### src/rtl/led_trail_pwm.sv
// led_trail_pwm: per-channel PWM LED driver with global brightness steps and afterglow decay.
module led_trail_pwm #(
  parameter int   CLK_IN_MHZ   = 125,
  parameter int   N_LEDS       = 8,
  parameter int   DECAY_FRAMES = 2000,
  parameter logic LED_POLARITY = 1'b1
) (
  input  logic              clk_i,
  input  logic              rstn_i,
  input  logic [N_LEDS-1:0] led_i,
  input  logic              bright_up_i,
  input  logic              bright_dn_i,
  output logic [N_LEDS-1:0] led_o,
  output logic [3:0]        bright_o,
  output logic              frame_o
);
  localparam int PS_W = (CLK_IN_MHZ > 1) ? $clog2(CLK_IN_MHZ) : 1;
  localparam int DC_W = (DECAY_FRAMES > 1) ? $clog2(DECAY_FRAMES) : 1;
  localparam logic [PS_W-1:0] PS_MAX = PS_W'(CLK_IN_MHZ - 1);
  localparam logic [DC_W-1:0] DC_MAX = DC_W'(DECAY_FRAMES - 1);

  logic [PS_W-1:0]   r_ps;
  logic [3:0]        r_pwm;
  logic [DC_W-1:0]   r_dc;
  logic [3:0]        r_bright;
  logic              r_pend_v;
  logic              r_pend_up;
  logic              r_frame;
  logic [N_LEDS-1:0] r_led;
  logic [3:0]        r_lvl [N_LEDS];

  logic              w_tick;
  logic              w_frame;
  logic              w_decay;
  logic              w_req;
  logic [3:0]        w_bright_nxt;
  logic [3:0]        w_lvl_nxt [N_LEDS];
  logic [N_LEDS-1:0] w_on;

  assign w_tick  = (r_ps == PS_MAX);
  assign w_frame = w_tick & (r_pwm == 4'd15);
  assign w_decay = w_frame & (r_dc == DC_MAX);
  // simultaneous up and down cancel out and leave any earlier request pending
  assign w_req   = bright_up_i ^ bright_dn_i;

  assign w_bright_nxt = !(w_frame & r_pend_v) ? r_bright :
                        r_pend_up ? ((r_bright == 4'd15) ? 4'd15 : r_bright + 4'd1) :
                                    ((r_bright == 4'd1)  ? 4'd1  : r_bright - 4'd1);

  always_comb begin
    w_lvl_nxt = r_lvl;
    w_on      = '0;
    for (int i = 0; i < N_LEDS; i++) begin
      w_on[i] = (r_pwm < r_lvl[i]);
      if (w_frame)
        w_lvl_nxt[i] = led_i[i]                    ? w_bright_nxt :
                       (r_lvl[i] > w_bright_nxt)   ? w_bright_nxt :
                       (w_decay && r_lvl[i] != '0) ? r_lvl[i] - 4'd1 : r_lvl[i];
    end
  end

  always_ff @(posedge clk_i or negedge rstn_i) begin
    if (!rstn_i) begin
      r_ps      <= '0;
      r_pwm     <= '0;
      r_dc      <= '0;
      r_bright  <= 4'd15;
      r_pend_v  <= 1'b0;
      r_pend_up <= 1'b0;
      r_frame   <= 1'b0;
      r_led     <= {N_LEDS{~LED_POLARITY}};
      for (int i = 0; i < N_LEDS; i++) r_lvl[i] <= '0;
    end else begin
      r_ps    <= w_tick ? '0 : r_ps + 1'b1;
      r_pwm   <= w_tick ? r_pwm + 4'd1 : r_pwm;
      r_frame <= w_frame;
      if (w_frame) r_dc <= (r_dc == DC_MAX) ? '0 : r_dc + 1'b1;
      r_bright <= w_bright_nxt;
      if (w_req) begin
        r_pend_v  <= 1'b1;
        r_pend_up <= bright_up_i;
      end else if (w_frame) begin
        r_pend_v  <= 1'b0;
      end
      r_led <= LED_POLARITY ? w_on : ~w_on;
      r_lvl <= w_lvl_nxt;
    end
  end

  assign led_o    = r_led;
  assign bright_o = r_bright;
  assign frame_o  = r_frame;
endmodule

### config.mk
export PLATFORM = sky130hd
export DESIGN_NAME = led_trail_pwm
export DESIGN_NICKNAME = d
export VERILOG_FILES = /design/src/rtl/led_trail_pwm.sv
export SDC_FILE = /design/constraint.sdc
export NUM_CORES = 1
export LEC_CHECK = 0
export ABC_AREA = 0
export BUFFER_PORTS_ARGS = -buffer_cell sky130_fd_sc_hd__buf_4
export CORE_ASPECT_RATIO = 1.4
export CORE_MARGIN = 3
export CORE_UTILIZATION = 50
export DETAILED_ROUTE_END_ITERATION = 10
export GPL_TIMING_DRIVEN = 0
export HOLD_SLACK_MARGIN = 0.12
export PLACE_DENSITY = 0.68
export SLEW_MARGIN = 5
export SYNTH_ARGS = -nofsm -noshare
export SYNTH_HDL_FRONTEND = slang
export SYNTH_SLANG_ARGS = --single-unit
### constraint.sdc
create_clock -name clk_i -period 3.3 [get_ports clk_i]
set_clock_uncertainty 0.2 [all_clocks]
set_input_delay 0.33 -clock clk_i [delete_from_list [all_inputs] [get_ports clk_i]]
set_output_delay 0.33 -clock clk_i [all_outputs]
set_load 0.02 [all_outputs]
==> results of run 1 <==
## metal layers
metal | vias to the layer above | part of all wire | wire, um
met2 | 277 | 0.51 | 9864
met5 | - | 0 | 0
met4 | 0 | 0.069 | 1338
li1 | 2626 | - | -
met1 | 2805 | 0.37 | 7101
met3 | 113 | 0.058 | 1119
## synthesized netlist by cell type (7+ instances only)
library cell / instances / share of area
dfrtp_1: 65 / 0.29
or3_1: 7 / 0.0078
a21oi_1: 36 / 0.032
nor3_1: 14 / 0.013
nand4_1: 15 / 0.017
inv_1: 53 / 0.036
nand3_1: 22 / 0.020
ha_1: 63 / 0.14
o211ai_1: 11 / 0.015
clkbuf_1: 13 / 0.0087
mux2i_1: 7 / 0.013
buf_2: 10 / 0.0090
nand2b_1: 13 / 0.015
nor2b_1: 10 / 0.011
and3_1: 10 / 0.011
a31oi_1: 8 / 0.0090
o21ai_0: 62 / 0.056
nand2_1: 47 / 0.032
nor2_1: 44 / 0.030
a22oi_1: 7 / 0.0094
o31ai_1: 8 / 0.011
a21o_1: 13 / 0.017
o221ai_1: 14 / 0.022
## logic make-up after synthesis
group / count (synthesis) / synth area share
AND/OR/NAND/NOR: 203 / 0.1886
flip-flops: 69 / 0.3104
adder cells (fa/ha/maj): 63 / 0.1413
AO/OA/AOI/OAI: 211 / 0.2718
multiplexers: 9 / 0.01660
buffers and inverters: 82 / 0.05876
XOR/XNOR: 8 / 0.01256
## registers in the layout, summed over array words and instances, names as in the netlist
name	count
led_o	8
r_lvl	32
r_ps	7
frame_o	1
r_pend_up	1
r_pwm	4
r_dc	11
bright_o	4
r_pend_v	1
## final cells by class
class                           instances  share of cell area
Inverter                               55             0.02814
Sequential cell                        69              0.2273
Multi-Input combinational cell        494              0.5718
Clock inverter                          2            0.001301
Buffer                                 26             0.01562
Timing Repair inverter                  1           0.0009761
Clock buffer                           14             0.03302
Tap cell                              141             0.02294
Timing Repair Buffer                   90             0.09891
## power by group
part / internal [W] / leakage, nW / switching, W
Clock: 0.000528 / 0.131 / 0.000376
Sequential: 0.000849 / 0.739 / 0.00000224
Combinational: 0.0000449 / 2.35 / 0.0000540
Total: 0.00142 / 3.22 / 0.000432
## worst min-delay path: stages
cell     delay (ps)
buf_4            80
nor2b_1         180
a211o_1         120
## repair_timing
item                                    CTS  global route
endpoints found under the hold margin    66             0
endpoints found under the setup margin   32            32
resized for setup                       109            81
pin swaps                                41            43
hold buffers                              3             0
cloned                                    1             0
setup buffers                            52            12
## per-stage QoR
step	utilization	setup TNS, ps
floorplan	-	-8.384
global placement	0.5463	-25130
detailed placement	0.5463	-28740
CTS	0.6621	-226.7
global route	0.7078	-7072
finish	0.7078	-3924
## worst min path at each step
stage	from	endpoint
after floorplan	rstn_i	frame_o
after global routing	bright_dn_i	r_pend_v
after detailed placement	r_ps[6]	r_ps[6]
after CTS	bright_dn_i	r_pend_v
after global placement	r_dc[9]	r_dc[9]
final	bright_dn_i	r_pend_v
==> impl_metrics.ini, run 1 <==
[drt]
avgRoutedWirePerCell_um = 21.78
drt-total-wl_um = 19420
route.vias.total = 5821
antenna_left = 0
remaining_drc_errors = 0
drtPass1Iterations = 6
viasPerCell = 6.526
drt_iter0_drc = 492

[synth]
ys.flop_type = dfrtp_1
syn-cell-area_um2 = 5579
netlist_instances = 645
avgSynthCellArea_um2 = 8.650
synth_edf_count = 0
ys_seq_area_frac = 0.3104
ys_warn_count = 0
ys_ff_latch = 69
async_reset_ff_frac = 1.000
syn_nets = 720
synthDistinctLibCells = 68

[worst_setup_path]
critPathKind = flop to flop
rr_endpoint = r_lvl[10]
worstSetupEndpointType = flop
arrival_ps = 3540
crit_buf_inv = 2
cp_slowest_cell = or4_4
r2r-start = bright_o[0]
r2r_setup_slack_ps = -220
crit_start = bright_o[0]
slowest_delay_ps = 570
crit_chain = buf_6 -> or4_4 -> o21ai_4 -> a21oi_2 -> a21o_4 -> buf_6 -> ha_4 -> nand4_1 -> a311oi_2 -> a32oi_2 -> a311o_1 -> and4_1
crit_required_ps = 3320
reg2regPathDepth = 12
worst_setup_path_start_kind = flop
endpoint = r_lvl[10]
crit_cells = 12
critPathTopFamily = compound AO/OA/AOI/OAI gates
cpMostUsedCell = buf_6
crit_fanout = 8

[clock_tree]
cts_tree = done
h-tree-depth = 3
cts.clk_slew.worst_paths_ps = 50
worstSkewPairLatency_ps = 350
cts-root-buf = clkbuf_16
clock-sinks = 69
clk_path_buf_depth = 2
cts_made_buffers = 9

[timing]
period_share = 1.067
finalMaxSlewViolations = 0
period_needed_ps = 3521
finalHoldViolCount = 0
worst_slack_ps = -221.5
finalSetupViolCount = 31
clock.fmax_mhz = 284.0
slew_headroom = 0.3442
rsz0062_at_grt = true
whs_ps = 203.8
worstMarginPinSlew_ps = 980.1

[die]
die_w_um = 95.28
core-area_um2 = 10870
die_height_um = 131.0
start_util = 0.5134
fp-row-count = 45
ios = 25
dieArea_um2 = 12480

[placed_design]
numPortBuffers = 24
gp_congestion = 0.8971
placed_area_um2 = 5937
place_hpwl_um = 11570
post-place-cells = 810
place_ws_ps = -1065

[global_route]
grt.met2_usage = 0.5192
grt_pass1_wl_um = 29530
grt_usage = 0.3086
grtUsageMet1 = 0.3532
grt_pass1_vias = 5882
grt_max_degree = 70
overflow = 0
use_met3 = 0.04811
grt_busiest_layer = met2
antenna_found_initial = 0

[job]
cap_violations = 0

[layout]
stdcell_area_um2 = 7691
syn2layout_area_growth_pct = 37.86
regArea_um2 = 1748
finalNetCount = 821
drive_above_1_share = 0.3382
num-fill-cells = 746
multi_input_area_um2 = 4398
layout_commonest_cell = buf_4
finalNonFillerCells = 892
layout_common_cells = buf_4 (72), dfrtp_1 (58), inv_1 (48)
antenna_cells = 0

[min_path]
hold_path_class = primary input to flop
hold_depth = 3

[power]
vdd_drop_max_uv = 239.8
cellLeakagePower_nw = 3.216
cellPowerDensity_nw_per_um2 = 241.0
finalPower_w = 0.001853

[status]
violations = negative setup slack
outcome = complete, but fails checks
Note: power is estimated with default switching activity, not from simulation.
==> run 2: changes to the inputs <==
- RECOVER_POWER: unset -> 50
==> impl_metrics.ini, run 2 (synthesized netlist as in run 1, its figures left out) <==
[worst_setup_path]
r2r_setup_slack_ps = -220
crit_required_ps = 3320
worst_setup_path_start_kind = flop
cpMostUsedCell = buf_6
crit_fanout = 8
r2r-start = bright_o[0]
slowest_delay_ps = 570
reg2regPathDepth = 12
cp_slowest_cell = or4_4
rr_endpoint = r_lvl[10]
critPathKind = flop to flop
arrival_ps = 3540
worstSetupEndpointType = flop
crit_chain = buf_6 -> or4_4 -> o21ai_4 -> a21oi_2 -> a21o_4 -> buf_6 -> ha_4 -> nand4_1 -> a311oi_2 -> a32oi_2 -> a311o_1 -> and4_1

[global_route]
grt_max_degree = 70
grt_pass1_vias = 5882
overflow = 0
grt_pass1_wl_um = 29530
grt_usage = 0.3086
antenna_found_initial = 0

[power]
power_frac_clock = 0.488
sw_frac_of_total = 0.2334
cellLeakagePower_nw = 3.175
finalPower_w = 0.001854
seqPwrFrac = 0.459
share_comb_of_total_power = 0.053
vdd_drop_max_uv = 238.7
switchingPower_w = 0.0004327
p_int_w = 0.001421
cellPowerDensity_nw_per_um2 = 242.5

[layout]
finalNetCount = 821
largest-register = r_lvl
largest_register_ffs = 32
antenna_cells = 0
layout_common_cells = buf_4 (60), dfrtp_1 (58), inv_1 (48)
drive_above_1_share = 0.3222
layout_commonest_cell = buf_4
stdcell_area_um2 = 7646
utilization = 0.7036
syn2layout_area_growth_pct = 37.05

[die]
die_height_um = 131.0
fp-row-count = 45
dieArea_um2 = 12480
ios = 25
start_util = 0.5134
core-area_um2 = 10870
die_w_um = 95.28

[min_path]
hold_end = r_pend_v
min_from = bright_dn_i
hold_path_class = primary input to flop
hold_depth = 3

[timing]
finalHoldViolCount = 0
period_needed_ps = 3524
finalSetupViolCount = 31
period_share = 1.068
worst_slack_ps = -224.4
slew_headroom = -0.2220
fin_tns_setup_ps = -3809
worstMarginPinSlew_ps = 1833
finalMaxSlewViolations = 70
clock.fmax_mhz = 283.7
rsz0062_at_grt = true

[status]
violations = max-capacitance violations, max-slew violations, negative setup slack
outcome = complete, but fails checks

[drt]
avgRoutedWirePerCell_um = 21.80
drt_iter0_drc = 448
drt-total-wl_um = 19440
antenna_left = 0
drtPass1Iterations = 5
route.vias.total = 5828
remaining_drc_errors = 0
viasPerCell = 6.534

[placed_design]
numPortBuffers = 24
placed_area_um2 = 5937
place_hpwl_um = 11570
place_ws_ps = -1065
gp_congestion = 0.8971

[clock_tree]
cts_tree = done
clk_path_buf_depth = 2
cts.clk_slew.worst_paths_ps = 50
cts-root-buf = clkbuf_16
clock-sinks = 69
worstSkewPairLatency_ps = 350
cts_made_buffers = 9
h-tree-depth = 3

[job]
cap_violations = 1
-- run 2: changes by cell type in the layout (fill, tap and decap cells not counted) --
cell / before / now
clkbuf_1: 17 / 29
buf_4: 72 / 60
buf_2: 9 / 8
clkbuf_2: 0 / 1
-- run 2: worst max-delay path by stage --
stage	start	to	cells past startpoint
after floorplan	r_pwm[1]	r_lvl[10]	12
after CTS	r_pwm[1]	r_lvl[24]	16
after detailed placement	r_pwm[2]	r_lvl[24]	12
after global routing	bright_o[0]	r_lvl[10]	12
final	bright_o[0]	r_lvl[10]	12
after global placement	r_pwm[2]	r_lvl[29]	12
-- run 2: per-layer routing --
metal / vias up / global-route usage / wire (um) / part of all wire
li1: 2628 / - / - / -
met1: 2817 / 0.3532 / 6971 / 0.36
met2: 272 / 0.5192 / 9861 / 0.51
met3: 111 / 0.04811 / 1243 / 0.064
met4: 0 / 0.2192 / 1365 / 0.070
met5: - / 0 / 0 / 0
-- run 2: repair_timing --
action / 4_1_cts / 5_1_grt
pin swaps: 41 / 43
setup buffers: 52 / 12
gates cloned: 1 / 0
hold buffers: 3 / 0
endpoints found under the hold margin: 66 / 0
resized for setup: 109 / 81
setup endpoints to repair: 32 / 32
-- run 2: cell type report --
class,instances,area (um2)
sequential,69,1748
timing repair buffer,90,716.9
fill,763,3221
clock inverter,2,10.01
buffer,26,118.9
clock buffer,14,254.0
multi-input combinational,494,4398
inverter,55,216.5
tap,141,176.4
timing repair inverter,1,7.507
-- run 2: power groups by stage --
stage | Sequential, W | Clock, W | Combinational (W)
floorplan | 0.000865 | 0 | 0.0000204
global placement | 0.000865 | 0 | 0.0000547
detailed placement | 0.000865 | 0 | 0.0000564
CTS | 0.000850 | 0.000902 | 0.0000825
global route | 0.000851 | 0.000939 | 0.000108
finish | 0.000851 | 0.000905 | 0.0000984
-- run 2: through the flow --
stage | hold WS [ps] | instances
6_report | 205.2 | 892
5_1_grt | 210.3 | 892
4_1_cts | 194.5 | 880
3_5_place_dp | 278.3 | 810
3_3_place_gp | 269.6 | 810
2_1_floorplan | -165.6 | 645
-- run 2: critical path, delay by kind of cell (launching register included) --
family          cells  cell delay, ps
compound gates      6            1350
simple gates        3             900
flops               1             390
buf+inv             2             280
fa+ha+maj           1             280
